`src/rtl/sram_fifo_ctrl.sv`:
```
// FIFO controller driving an external 64x8 dual-port SRAM with registered read.
// Owns pointers, occupancy and flags; pop data arrives one cycle after the pop.
module sram_fifo_ctrl #(
    parameter int DATA_WIDTH = 8,
    parameter int ADDR_WIDTH = 6
) (
    input  logic                  clock,
    input  logic                  reset_n,
    input  logic                  push,
    input  logic [DATA_WIDTH-1:0] push_data,
    input  logic                  pop,
    output logic [DATA_WIDTH-1:0] pop_data,
    output logic                  pop_valid,
    output logic                  full,
    output logic                  empty,
    output logic [ADDR_WIDTH:0]   count,
    output logic                  overflow,
    output logic                  underflow,
    output logic [DATA_WIDTH-1:0] ram_data,
    output logic [ADDR_WIDTH-1:0] ram_write_addr,
    output logic                  ram_we,
    output logic [ADDR_WIDTH-1:0] ram_read_addr,
    input  logic [DATA_WIDTH-1:0] ram_q
);

    localparam logic [ADDR_WIDTH:0]   DEPTH_C = {1'b1, {ADDR_WIDTH{1'b0}}};
    localparam logic [ADDR_WIDTH:0]   ONE_C   = {{ADDR_WIDTH{1'b0}}, 1'b1};
    localparam logic [ADDR_WIDTH-1:0] ONE_P   = {{(ADDR_WIDTH-1){1'b0}}, 1'b1};

    logic [ADDR_WIDTH-1:0] r_wr_ptr;
    logic [ADDR_WIDTH-1:0] r_rd_ptr;
    logic [ADDR_WIDTH:0]   r_count;
    logic                  r_pop_valid;
    logic                  r_overflow;
    logic                  r_underflow;

    logic w_full;
    logic w_empty;
    logic w_push_acc;
    logic w_pop_acc;

    assign w_full     = (r_count == DEPTH_C);
    assign w_empty    = (r_count == '0);
    assign w_push_acc = push & ~w_full;
    assign w_pop_acc  = pop & ~w_empty;

    // The SRAM write port must stay quiet while held in reset.
    assign ram_we         = w_push_acc & reset_n;
    assign ram_data       = push_data;
    assign ram_write_addr = r_wr_ptr;
    assign ram_read_addr  = r_rd_ptr;

    assign pop_data  = ram_q;
    assign pop_valid = r_pop_valid;
    assign full      = w_full;
    assign empty     = w_empty;
    assign count     = r_count;
    assign overflow  = r_overflow;
    assign underflow = r_underflow;

    always_ff @(posedge clock or negedge reset_n) begin
        if (!reset_n) begin
            r_wr_ptr    <= '0;
            r_rd_ptr    <= '0;
            r_count     <= '0;
            r_pop_valid <= 1'b0;
            r_overflow  <= 1'b0;
            r_underflow <= 1'b0;
        end else begin
            if (w_push_acc) r_wr_ptr <= r_wr_ptr + ONE_P;
            if (w_pop_acc)  r_rd_ptr <= r_rd_ptr + ONE_P;
            case ({w_push_acc, w_pop_acc})
                2'b10:   r_count <= r_count + ONE_C;
                2'b01:   r_count <= r_count - ONE_C;
                default: r_count <= r_count;
            endcase
            r_pop_valid <= w_pop_acc;
            r_overflow  <= push & w_full;
            r_underflow <= pop & w_empty;
        end
    end

endmodule

```
`config.mk`:
```
export PLATFORM = sky130hd
export DESIGN_NAME = sram_fifo_ctrl
export DESIGN_NICKNAME = d
export VERILOG_FILES = /design/src/rtl/sram_fifo_ctrl.sv
export SDC_FILE = /design/constraint.sdc
export NUM_CORES = 1
export LEC_CHECK = 0
export BUFFER_PORTS_ARGS = -buffer_cell sky130_fd_sc_hd__buf_2
export CAP_MARGIN = 20
export CORE_MARGIN = 3
export CORE_UTILIZATION = 46
export CTS_CLUSTER_SIZE = 12
export DETAILED_ROUTE_END_ITERATION = 12
export PLACE_DENSITY_LB_ADDON = 0.25
export SLEW_MARGIN = 20
export SYNTH_ARGS = -nofsm -noshare
export SYNTH_HDL_FRONTEND = slang
export SYNTH_SLANG_ARGS = --single-unit
```
`constraint.sdc`:
```
create_clock -name clock -period 3.2 [get_ports clock]
set_input_delay 0.16 -clock clock [delete_from_list [all_inputs] [get_ports clock]]
set_output_delay 0.16 -clock clock [all_outputs]
set_load 0.1 [all_outputs]
```
==> flow_summary.json <==
{
  "outcome": "complete, no violations",
  "cp.required_ns": 3.45,
  "antenna_left": 0,
  "wl_per_cell_um": 14.1,
  "worstPathMaxFanout": 9,
  "synth.avg_cell_area_sq_um": 10.5,
  "yosysTopAreaCell": "dfrtp_1",
  "synthTopCellsByArea": "dfrtp_1, buf_4, ha_1",
  "maxSlewViolCount": 0,
  "synth-seq-cells": 22,
  "routabilityCongestion": 0.866,
  "antenna_found_initial": 0,
  "post-route-drc-count": 0,
  "cts_made_buffers": 3,
  "path_clk_slew_ns": 0.12,
  "start_util_pct": 51.0,
  "grt_pass1_wl_um": 4080,
  "vias_per_cell": 5.40,
  "post_cts_buffers": 0,
  "start_kind": "flop",
  "hold_viol_final": 0,
  "core_sq_um": 2610,
  "die_h_um": 59.8,
  "yosysWarnings": 0,
  "synth_edf_count": 0,
  "fin_crit_ns": 2.89,
  "grt_usage_pct": 14.8,
  "syn_nets": 156,
  "cts.path.max_buffers": 2,
  "worstPathArrival_ns": 3.14,
  "worstMarginPinSlew_ns": 0.502,
  "rsz0062_at_grt": "false",
  "clkLatencyLatePin_ns": 0.31,
  "design.die.area_sq_um": 3580,
  "antenna_cells": 0,
  "firstDrtPassIters": 4,
  "finClkSkew_ns": 0.00645,
  "hpwl_um": 1860,
  "syn_inst": 127,
  "max_freq_mhz": 346,
  "cts_resized": 0,
  "final_nets": 172,
  "cts_num_sinks": 22,
  "num_vias": 928,
  "routed_wl_um": 2430,
  "gr-total-overflow": 0,
  "io_buffers": 28,
  "rows": 18,
  "ys_seq_area_share_pct": 41.3,
  "htreeDepth": 1,
  "netlist_area_sq_um": 1330,
  "synth-main-ff-cell": "dfrtp_1",
  "cap_viol_max_count": 0,
  "grt_pass1_vias": 880,
  "clock-root-buffer": "clkbuf_4",
  "fp.dieW_um": 59.8,
  "relSlewSlack_pct": 66.5,
  "area_growth_pct": 7.23,
  "drt_iter0_markers": 13,
  "finalSetupTns_ns": 0,
  "synth-async-reset-ratio_pct": 100,
  "grt_max_degree": 24,
  "hp-class": "in2reg",
  "post_route_cells_drive_above_1_share_pct": 31.0,
  "setup_violations": 0,
  "fin_crit_sh_pct": 90.4,
  "end_kind": "flop",
  "crit_type": "reg2reg",
  "io_pins": 61,
  "cts_tree": "built",
  "synth.top_cell.area_share_pct": 41.3,
  "synth.distinct_cells": 36
}
[cell usage in the layout, fill, tap and decap left out, drive strengths merged, types with 2 or more instances in the layout]
cell type and count:
a211oi 5, a21o 2, a21oi 2, and2 2, buf 28, clkbuf 4, dfrtp 22, ha 8
inv 7, mux2 2, nand2 10, nand2b 3, nand3 2, nand4 2, nor2 5, nor3 3
nor4 3, o21ai 5, xnor2 6, xor2 8
[flip-flops by register name, indices dropped and copies added, names as in the netlist]
| name | flops |
|---|---|
| ram_read_addr | 6 |
| ram_write_addr | 6 |
| pop_valid | 1 |
| underflow | 1 |
| overflow | 1 |
| count | 7 |
[critical path, stage by stage (launching register included)]
cell,delay (ns)
dfrtp_2,0.48
nor4_4,0.34
and3b_1,0.38
nor2b_4,0.10
ha_1,0.30
ha_1,0.33
a211oi_1,0.26
o21bai_1,0.13
a2111oi_0,0.37
nand3b_1,0.15
[final cells by class]
type                    count  area (sq um)
fillers                   231          1180
inverters                   7          26.3
well taps                  30          37.5
repair buffers             29           150
multi-input cells          80           621
clock buffers               4          36.3
flip-flops and latches     22           558
[cell families (layout without fill, tap and decap cells)]
family	count (synthesis)	count (layout)	share of synthesized area (%)
AOI/OAI and AO/OA	18	18	9.30
DFF	22	22	41.3
and+or+nand+nor	36	36	16.3
adders and majority gates	9	9	9.01
xor gates and xnor gates	14	14	9.20
muxes	3	3	2.72
buffers and inverters	25	40	12.1
[Yosys cell counts, types with 2 or more instances]
master / instances
o21ai_0: 5
dfrtp_1: 22
a211oi_1: 5
xnor2_1: 6
buf_4: 16
a21oi_1: 2
nand2b_1: 3
a21o_1: 2
nand4_1: 2
nand3_1: 2
xor2_1: 8
nand2_1: 10
nor2_1: 5
ha_1: 8
and2_1: 2
nor3_1: 3
inv_1: 7
[path summary, 6_finish.rpt]
check / startpoint / end / slack, ns / cells past startpoint
worst max register to register: count[0] / count[5] / 0.31 / 9
worst min-delay path: push / overflow / 0.10 / 3
worst max-delay path: count[0] / count[5] / 0.31 / 9
min in group asynchronous: reset_n / ram_write_addr[5] / 0.34 / 2
max in group asynchronous: reset_n / count[1] / 2.49 / 2
worst min register to register: ram_read_addr[5] / ram_read_addr[5] / 0.47 / 1
[stage by stage]
step	area, sq um	worst slack [ns]	cells	hold WS [ns]	util, %
global placement	1380	0.332	167	0.156	52.9
finish	1430	0.307	172	0.101	54.7
detailed placement	1380	0.293	167	0.156	52.9
CTS	1430	0.268	172	0.0962	54.7
global route	1430	0.0267	172	0.109	54.7
floorplan	1340	0.000328	127	-0.136	-
[routing by layer]
metal  track usage [%]  vias up  wire [um]
met2              22.8       32       1100
met5                 0        -          0
met4              8.86        0         82
li1                  -      450          -
met3              1.30       16        158
met1              20.0      430       1080
[repair_timing]
item	CTS	global route
hold endpoints to repair	22	0
setup endpoints to repair	0	0
hold buffers	1	0
Power is left out: the tool's default activity adds up to more than one toggle a clock period on the data nets, which glitch-free logic cannot reach.
